**src/rtl/hazard_stall_unit_if.sv**
```systemverilog
// Decode-side bundle between the operand-usage decoder and the interlock stage.
// The master drives the decode-stage instruction; the slave returns stall/forward controls.
interface hazard_stall_unit_if #(
  parameter int CNT_W = 16
);
  logic             id_valid;
  logic [1:0]       has_hazard;
  logic [1:0]       id_ra;
  logic [1:0]       id_rb;
  logic             id_wr_en;
  logic [1:0]       id_rd;
  logic             id_is_load;
  logic             flush;
  logic             stall;
  logic             bubble;
  logic [1:0]       fwd_a;
  logic [1:0]       fwd_b;
  logic [CNT_W-1:0] stall_count;

  modport master (
    output id_valid, has_hazard, id_ra, id_rb, id_wr_en, id_rd, id_is_load, flush,
    input  stall, bubble, fwd_a, fwd_b, stall_count
  );

  modport slave (
    input  id_valid, has_hazard, id_ra, id_rb, id_wr_en, id_rd, id_is_load, flush,
    output stall, bubble, fwd_a, fwd_b, stall_count
  );
endinterface

```
**src/rtl/hazard_stall_unit.sv**
```systemverilog
// Pipeline interlock: tracks in-flight writers in an EX/MEM/WB shadow pipe and
// produces load-use stall, ID/EX bubble, per-operand forward selects and a stall counter.
module hazard_stall_unit #(
  parameter int CNT_W = 16
) (
  input  logic               clk,
  input  logic               rst,
  hazard_stall_unit_if.slave bus
);
  // Shadow stage index: 0 = EX, 1 = MEM, 2 = WB
  logic [2:0]       vld_reg;
  logic [2:0]       ld_reg;
  logic [1:0]       rd_reg [3];
  logic [CNT_W-1:0] count_reg;

  logic [1:0] op_live;
  logic [1:0] op_src [2];
  logic [1:0] fwd_sel [2];
  logic [1:0] use_stall;
  logic       stall_int;
  logic       issue_vld;

  // Operand 0 is a (has_hazard bit 1), operand 1 is b (has_hazard bit 0)
  assign op_live[0] = bus.id_valid & bus.has_hazard[1];
  assign op_live[1] = bus.id_valid & bus.has_hazard[0];
  assign op_src[0]  = bus.id_ra;
  assign op_src[1]  = bus.id_rb;

  generate
    for (genvar gi = 0; gi < 2; gi++) begin : g_op
      logic [2:0] hit;
      logic [1:0] sel;

      for (genvar gj = 0; gj < 3; gj++) begin : g_stage
        assign hit[gj] = op_live[gi] & vld_reg[gj] & (rd_reg[gj] == op_src[gi]);
      end

      // Nearest stage wins so the youngest writer of a register is forwarded
      always_comb begin
        sel = 2'b00;
        if (hit[0])      sel = 2'b01;
        else if (hit[1]) sel = 2'b10;
        else if (hit[2]) sel = 2'b11;
      end

      assign fwd_sel[gi]   = sel;
      assign use_stall[gi] = hit[0] & ld_reg[0];
    end
  endgenerate

  assign stall_int = (|use_stall) & ~bus.flush;
  assign issue_vld = bus.id_valid & bus.id_wr_en & ~stall_int & ~bus.flush;

  assign bus.stall       = stall_int;
  assign bus.bubble      = stall_int | bus.flush;
  assign bus.fwd_a       = fwd_sel[0];
  assign bus.fwd_b       = fwd_sel[1];
  assign bus.stall_count = count_reg;

  always_ff @(posedge clk) begin
    if (rst) begin
      vld_reg   <= 3'b000;
      ld_reg    <= 3'b000;
      rd_reg[0] <= 2'b00;
      rd_reg[1] <= 2'b00;
      rd_reg[2] <= 2'b00;
      count_reg <= '0;
    end else begin
      vld_reg   <= {vld_reg[1:0], issue_vld};
      ld_reg    <= {ld_reg[1:0], bus.id_is_load};
      rd_reg[2] <= rd_reg[1];
      rd_reg[1] <= rd_reg[0];
      rd_reg[0] <= bus.id_rd;
      if (stall_int && (count_reg != {CNT_W{1'b1}})) begin
        count_reg <= count_reg + 1'b1;
      end
    end
  end
endmodule

```
**src/flat_wrapper.sv**
```systemverilog
// flat-port wrapper written by rule: the top's interface ports become plain ports
module hazard_stall_unit_flat 
#(
  parameter int CNT_W = 16
)
  (clk, rst, bus_id_valid, bus_has_hazard, bus_id_ra, bus_id_rb, bus_id_wr_en, bus_id_rd, bus_id_is_load, bus_flush, bus_stall, bus_bubble, bus_fwd_a, bus_fwd_b, bus_stall_count);
  hazard_stall_unit_if #(.CNT_W(CNT_W)) bus_i ();
  input  logic clk;
  input  logic rst;
  input wire logic [$bits(bus_i.id_valid)-1:0] bus_id_valid;
  input wire logic [$bits(bus_i.has_hazard)-1:0] bus_has_hazard;
  input wire logic [$bits(bus_i.id_ra)-1:0] bus_id_ra;
  input wire logic [$bits(bus_i.id_rb)-1:0] bus_id_rb;
  input wire logic [$bits(bus_i.id_wr_en)-1:0] bus_id_wr_en;
  input wire logic [$bits(bus_i.id_rd)-1:0] bus_id_rd;
  input wire logic [$bits(bus_i.id_is_load)-1:0] bus_id_is_load;
  input wire logic [$bits(bus_i.flush)-1:0] bus_flush;
  output wire logic [$bits(bus_i.stall)-1:0] bus_stall;
  output wire logic [$bits(bus_i.bubble)-1:0] bus_bubble;
  output wire logic [$bits(bus_i.fwd_a)-1:0] bus_fwd_a;
  output wire logic [$bits(bus_i.fwd_b)-1:0] bus_fwd_b;
  output wire logic [$bits(bus_i.stall_count)-1:0] bus_stall_count;
  assign bus_i.id_valid = bus_id_valid;
  assign bus_i.has_hazard = bus_has_hazard;
  assign bus_i.id_ra = bus_id_ra;
  assign bus_i.id_rb = bus_id_rb;
  assign bus_i.id_wr_en = bus_id_wr_en;
  assign bus_i.id_rd = bus_id_rd;
  assign bus_i.id_is_load = bus_id_is_load;
  assign bus_i.flush = bus_flush;
  assign bus_stall = bus_i.stall;
  assign bus_bubble = bus_i.bubble;
  assign bus_fwd_a = bus_i.fwd_a;
  assign bus_fwd_b = bus_i.fwd_b;
  assign bus_stall_count = bus_i.stall_count;
  hazard_stall_unit #(.CNT_W(CNT_W)) u_core (.clk(clk), .rst(rst), .bus(bus_i));
endmodule
```
**config.mk**
```make
export PLATFORM = sky130hd
export DESIGN_NAME = hazard_stall_unit_flat
export DESIGN_NICKNAME = d
export VERILOG_FILES = /design/src/rtl/hazard_stall_unit_if.sv /design/src/rtl/hazard_stall_unit.sv /design/src/flat_wrapper.sv
export SDC_FILE = /design/constraint.sdc
export NUM_CORES = 1
export LEC_CHECK = 0
export CAP_MARGIN = 15
export CELL_PAD_IN_SITES_DETAIL_PLACEMENT = 1
export CELL_PAD_IN_SITES_GLOBAL_PLACEMENT = 2
export CORE_ASPECT_RATIO = 1.1
export CORE_UTILIZATION = 28
export CTS_CLUSTER_DIAMETER = 50
export DETAILED_ROUTE_END_ITERATION = 8
export PLACE_DENSITY_LB_ADDON = 0.1
export SLEW_MARGIN = 20
export SYNTH_ARGS = -nofsm -noshare
export SYNTH_HDL_FRONTEND = slang
export SYNTH_SLANG_ARGS = --single-unit
```
**constraint.sdc**
```tcl
create_clock -name clk -period 2.2 [get_ports clk]
set_input_delay 0.44 -clock clk [delete_from_list [all_inputs] [get_ports clk]]
set_output_delay 0.44 -clock clk [all_outputs]
set_load 0.005 [all_outputs]
```
## Yosys cells after proc, flatten, opt, wreduce, memory -nomap -nowiden

Memory sizes are Yosys's and may differ from the RTL's.
Index checks and enable logic that the tools add are counted.

| word-level totals | value |
|---|---|
| memories kept | 1 |
| output and inout bits | 22 |
| bits of input ports | 14 |
| memory bits (writable) | 6 |
| logic and storage cells | 52 |
| flip-flop bits (word level) | 20 |

| cells by class | value |
|---|---|
| muxes and demuxes | 12 |
| $add $sub $neg | 1 |
| equality and inequality tests | 7 |
| reductions and logical operators | 2 |
| bitwise operators | 26 |

Memory list:

| memory | words | width | read ports | clocked after memory_dff | wr ports | RTL line | source |
|---|---|---|---|---|---|---|---|
| u_core.rd_reg | 3 | 2 | 3 | 0 | 3 | hazard_stall_unit.sv:13 | `logic [1:0] rd_reg [3];` |

Operators by type and width:

| operator | count |
|---|---|
| bitwise AND 1 bit | 20 |
| two-way mux 2 bit | 9 |
| adder 16 x 1 -> 16 bit (second input constant) | 1 |
| != test 16 bit (second input constant) | 1 |
| == test 2 bit | 6 |
| bitwise OR 1 bit | 4 |
| two-way mux 1 bit | 3 |
| NOT 1 bit | 2 |
| OR reduction 2 bit | 1 |
| logical AND 1 bit | 1 |

## Longest topological paths before layout

Gate-level depths: netlist (run 1).

| logic depth | value |
|---|---|
| depth in word-level cells | 9 |
| gate-level depth with buffers | 7 |
| mapped depth without buffers | 5 |

## Worst setup path after synthesis (run 1)

No wires, ideal clock.

| timing path | value |
|---|---|
| kind | input to register |
| from | in bus_id_ra[1] |
| to | reg u_core.count_reg[14], in the netlist u_core.bus.stall_count[14] |
| cell stages on the path | 5 |
| path slack | 0.396 ns |
| setup time | 0.121 ns |
| path buffers | 0 |
| data required time | 2.079 ns |
| data arrival time | 1.683 ns |
| path through | xor2_1 nor3_4 o21ai_2 nor4_1 mux2_2 |

| on the way | value |
|---|---|
| cells in the longest elaborated chain, start to end | 6 |

RTL lines:

| item | RTL line | source |
|---|---|---|
| from (decl) | flat_wrapper.sv:12 | `input wire logic [$bits(bus_i.id_ra)-1:0] bus_id_ra;` |
| == test 2 bit | hazard_stall_unit.sv:35 | `assign hit[gj] = op_live[gi] & vld_reg[gj] & (rd_reg[gj] == op_src[gi]);` |
| bitwise AND 1 bit | hazard_stall_unit.sv:35 |  |
| bitwise AND 1 bit | hazard_stall_unit.sv:47 | `assign use_stall[gi] = hit[0] & ld_reg[0];` |
| OR reduction 2 bit | hazard_stall_unit.sv:51 | `assign stall_int = (\|use_stall) & ~bus.flush;` |
| bitwise AND 1 bit | hazard_stall_unit.sv:51 |  |
| logical AND 1 bit | hazard_stall_unit.sv:74 | `if (stall_int && (count_reg != {CNT_W{1'b1}})) begin` |
| to (signal assigned) | hazard_stall_unit.sv:75 | `count_reg <= count_reg + 1'b1;` |
| to (decl) | hazard_stall_unit.sv:14 | `logic [CNT_W-1:0] count_reg;` |

No other way between the ends.
A chain may end at the register's enable or synchronous reset.

==> results by group, run 1 <==
Outcome
  – Status: finished, final reports clean

STA
  – Final hold violations: 0
  – Final setup fails: 0
  – Clk_skew: 0.00522 ns
  – F_max: 472 MHz
  – Post-layout min period: 2.12 ns
  – Hold slack: 0.476 ns
  – Worst slew margin: 0.762
  – Final Cycle Share: 0.963
  – Slew Viols, Final: 0
  – Worst Tran Pin Value: ~0.36 ns
  – RSZ-0062 raised after global routing: yes

Power and ir drop
  – Peak supply drop: 0.000172 V
  – Leak pwr: 0.790 nW
  – Pwr dens: approximately 410 nW/µm²

Logic synthesis
  – Leading area contributor after synthesis: dfxtp_1
  – Synth cell count leaders: dfxtp_1, a21oi_1, nor2b_1, or4_1, o31ai_1
  – Post-synthesis adder-cell area fraction: 0.00882
  – Synth Area in Compound Gates: 0.192
  – FF+latch count, synth: 26
  – Synth Area in XOR/XNOR: 0.0494
  – Post-synthesis simple-gate area fraction: 0.324
  – Yosys cell types: 38
  – Gate Count Post-Synth: between 150 and 200
  – Post-synth top area share: 0.367
  – Post-synth top flop: dfxtp_1
  – Synthesized area: 1420 µm²
  – EDFF count, synth: 0
  – Synth Warn #: 0
  – Mux contribution to synthesized area: 0.00794
  – Largest family of logic cells by synthesized area: simple AND/OR/NAND/NOR gates
  – Register area share after synthesis: 0.367
  – Syn avg cell area: slightly below 9 µm²
  – Ys async rst share: 0
  – Most common cell in the netlist: dfxtp_1
  – Syn Nets: 178
  – Dominant cells by area after synthesis: dfxtp_1, or4_1, a21oi_1

Worst setup path
  – CP max-delay cell: dfxtp_4
  – R2r startpoint: u_core.rd_reg[0][0]
  – Crit path launch type: register
  – Worst path max stage delay: 0.39 ns
  – CP bufs+invs: 1
  – Worst reg2reg endpoint: u_core.vld_reg[0]
  – Type of element capturing the critical path: output pin
  – CP cell instances: xor2_2 > nor3_2 > or3_1 > and3b_1 > dlygate4sd2_1
  – Crit path kind: reg2out
  – Crit-path max FO: 3
  – CP required: 1.76 ns
  – Kind of cell adding the most delay to the critical path: simple AND/OR/NAND/NOR gates
  – Reg2reg setup slack: 0.09 ns
  – Worst EP arrival: 1.68 ns
  – Worst r2r path cells: 13

Routing
  – Drt via density: approximately 5.2
  – Initial DRC Count: 22
  – DR vias: about 1.5k
  – Routed length per instance: 16.1 µm
  – Remaining DRCs: 0
  – First-pass DRT Iterations: 4
  – DRT Wirelength: 4.57 mm
  – Final ANT Viol Nets: 0

Clock tree
  – Hold Buf Count CTS: 0
  – Max Buffers Root-to-Sink: 2
  – H-tree depth: 1
  – Clock slew at reported path FFs: 0.09 ns
  – Root buffer cell: clkbuf_8
  – TritonCTS clock tree: done
  – CTS Buf Count: 3
  – Worst skew pair latency: 0.28 ns
  – Clk sinks: 26

Min path
  – Hold Path Depth: 3
  – Hold_sp: bus_id_valid
  – Hold endpoint: u_core.vld_reg[0]
  – Worst min path class: in2reg

Global routing
  – Tot GR Track Use: 0.178
  – Vias in the first global route: 1,581
  – Pin count of the biggest net entering global routing: 18
  – Initial antenna violation count: 0
  – First-pass GRT wire length: 7.58 mm
  – Total congestion overflow: 0

Floorplan
  – Die H: between 70 and 80 µm
  – Rows: 26
  – CORE AREA: 4750 µm²
  – Top Ports: 36
  – Die Wd: 69.9 µm
  – Starting Density: 0.299
  – Die area: 5360 µm²

Placement
  – # port buffers: 35
  – Hpwl dp: 3.17 mm
  – Gpl congestion: 0.750

Cells and area
  – Final net count: 244
  – Final core occ: 0.461
  – Area added between synthesis and finish: 54.4%
  – Share of layout cells above drive strength 1: 0.298
  – Largest register FFs: 16
  – N_diodes: 0

Run
  – Maxcap violations: 0
[where the power goes]
part / leakage, nW / internal [mW] / switching [mW]
logic: 0.548 / 0.0575 / 0.0484
clock network: 0.0288 / 0.160 / 0.156
registers: 0.213 / 0.475 / 0.0110
[worst register-to-register path, cell delays in order, from the launching register on]
cell and delay (ns):
dfxtp_4 0.40, xor2_2 0.20, nor3_4 0.07, o21ai_1 0.12
nand2b_1 0.09, buf_4 0.14, buf_4 0.12, buf_4 0.12
buf_4 0.13, buf_4 0.12, buf_4 0.12, buf_4 0.12
buf_4 0.12, nor3_1 0.16
[final cells by class]
cell class                 instances  area (µm²)
tap                               56        70.1
sequential                        26         533
clock buffer                       4        55.1
fill                             554        2560
inverter                           7        26.3
timing repair buffer              68         573
multi-input combinational        123         933
[cell usage in the layout (no fill, tap or decap), types with 2 or more instances in the layout]
| cell | netlist | final |
|---|---|---|
| clkbuf_8 | 0 | 4 |
| or4_1 | 11 | 11 |
| or3_1 | 5 | 5 |
| xor2_2 | 0 | 4 |
| dlygate4sd2_1 | 0 | 6 |
| a31oi_1 | 2 | 2 |
| buf_4 | 1 | 31 |
| clkdlybuf4s50_1 | 0 | 22 |
| o211ai_1 | 3 | 3 |
| inv_1 | 7 | 7 |
| a21oi_1 | 15 | 15 |
| clkdlybuf4s15_1 | 0 | 2 |
| nand3_1 | 6 | 2 |
| clkbuf_2 | 0 | 2 |
| buf_6 | 2 | 2 |
| nand4_1 | 7 | 7 |
| nor2b_1 | 11 | 10 |
| o31ai_1 | 10 | 10 |
| dfxtp_4 | 0 | 3 |
| xor2_4 | 0 | 2 |
| nor2_1 | 4 | 4 |
| o21ai_0 | 5 | 4 |
| xnor2_1 | 2 | 2 |
| nor3_2 | 1 | 3 |
| buf_2 | 1 | 3 |
| o21bai_1 | 3 | 3 |
| nor3_1 | 7 | 5 |
| nand2_1 | 9 | 9 |
| nand3_2 | 0 | 4 |
| nor3_4 | 2 | 2 |
| dfxtp_1 | 26 | 22 |
[per-stage QoR]
stage | instances | setup TNS, ns | power, mW | setup WS (ns) | cell area [µm²]
finish | 284 | 0 | 0.908 | 0.0817 | 2190
global route | 284 | 0 | 0.949 | 0.00466 | 2190
CTS | 283 | 0 | 0.920 | 0.0516 | 2170
detailed placement | 265 | -7.22 | 0.582 | -0.518 | 1930
global placement | 265 | -5.78 | 0.580 | -0.484 | 1930
floorplan | 163 | 0 | 0.529 | 0.396 | 1420
[worst max path at each step]
stage                             start                    endpoint  slack [ns]  depth (start not counted)
floorplan                  bus_id_ra[1]  u_core.bus.stall_count[14]        0.40                          5
CTS                 u_core.rd_reg[0][3]                bus_fwd_a[1]        0.05                          5
detailed placement         bus_id_ra[1]                bus_fwd_a[1]       -0.52                          6
global route        u_core.rd_reg[0][3]                bus_fwd_b[1]       0.005                          5
finish              u_core.rd_reg[0][3]                bus_fwd_b[1]        0.08                          5
global placement           bus_id_ra[1]                bus_fwd_a[1]       -0.48                          6
[what timing repair did]
item                                    4_1_cts  5_1_grt
gates resized for setup                      49        6
endpoints found under the setup margin       16        4
cloned                                        0        0
pin swaps                                     8        6
buffers inserted                             14        1
[layer usage]
metal  up-vias  wire length, µm  global-route usage
met1       714             2070               0.222
li1        739                -                   -
met4         0               75              0.0640
met3         7               92              0.0210
met5         -                0                   0
met2        23             2330               0.314
[cell families after synthesis]
kind of cell               Yosys count
buffers and inverters               14
muxes                                1
and+or+nand+nor                     72
DFF                                 26
AOI/OAI and AO/OA                   41
xor gates and xnor gates             8
adders and majority gates            1
(Power assumes the default switching activity.)
==> run 2: changes to the inputs <==
--- a/config.mk
+++ b/config.mk
@@ -5,7 +5,6 @@
 export SDC_FILE = /design/constraint.sdc
 export NUM_CORES = 1
 export LEC_CHECK = 0
-export CAP_MARGIN = 15
 export CELL_PAD_IN_SITES_DETAIL_PLACEMENT = 1
 export CELL_PAD_IN_SITES_GLOBAL_PLACEMENT = 2
 export CORE_ASPECT_RATIO = 1.1
==> results of run 2 <==
The final DEF is identical to that of run 1; final timing and power are the same.
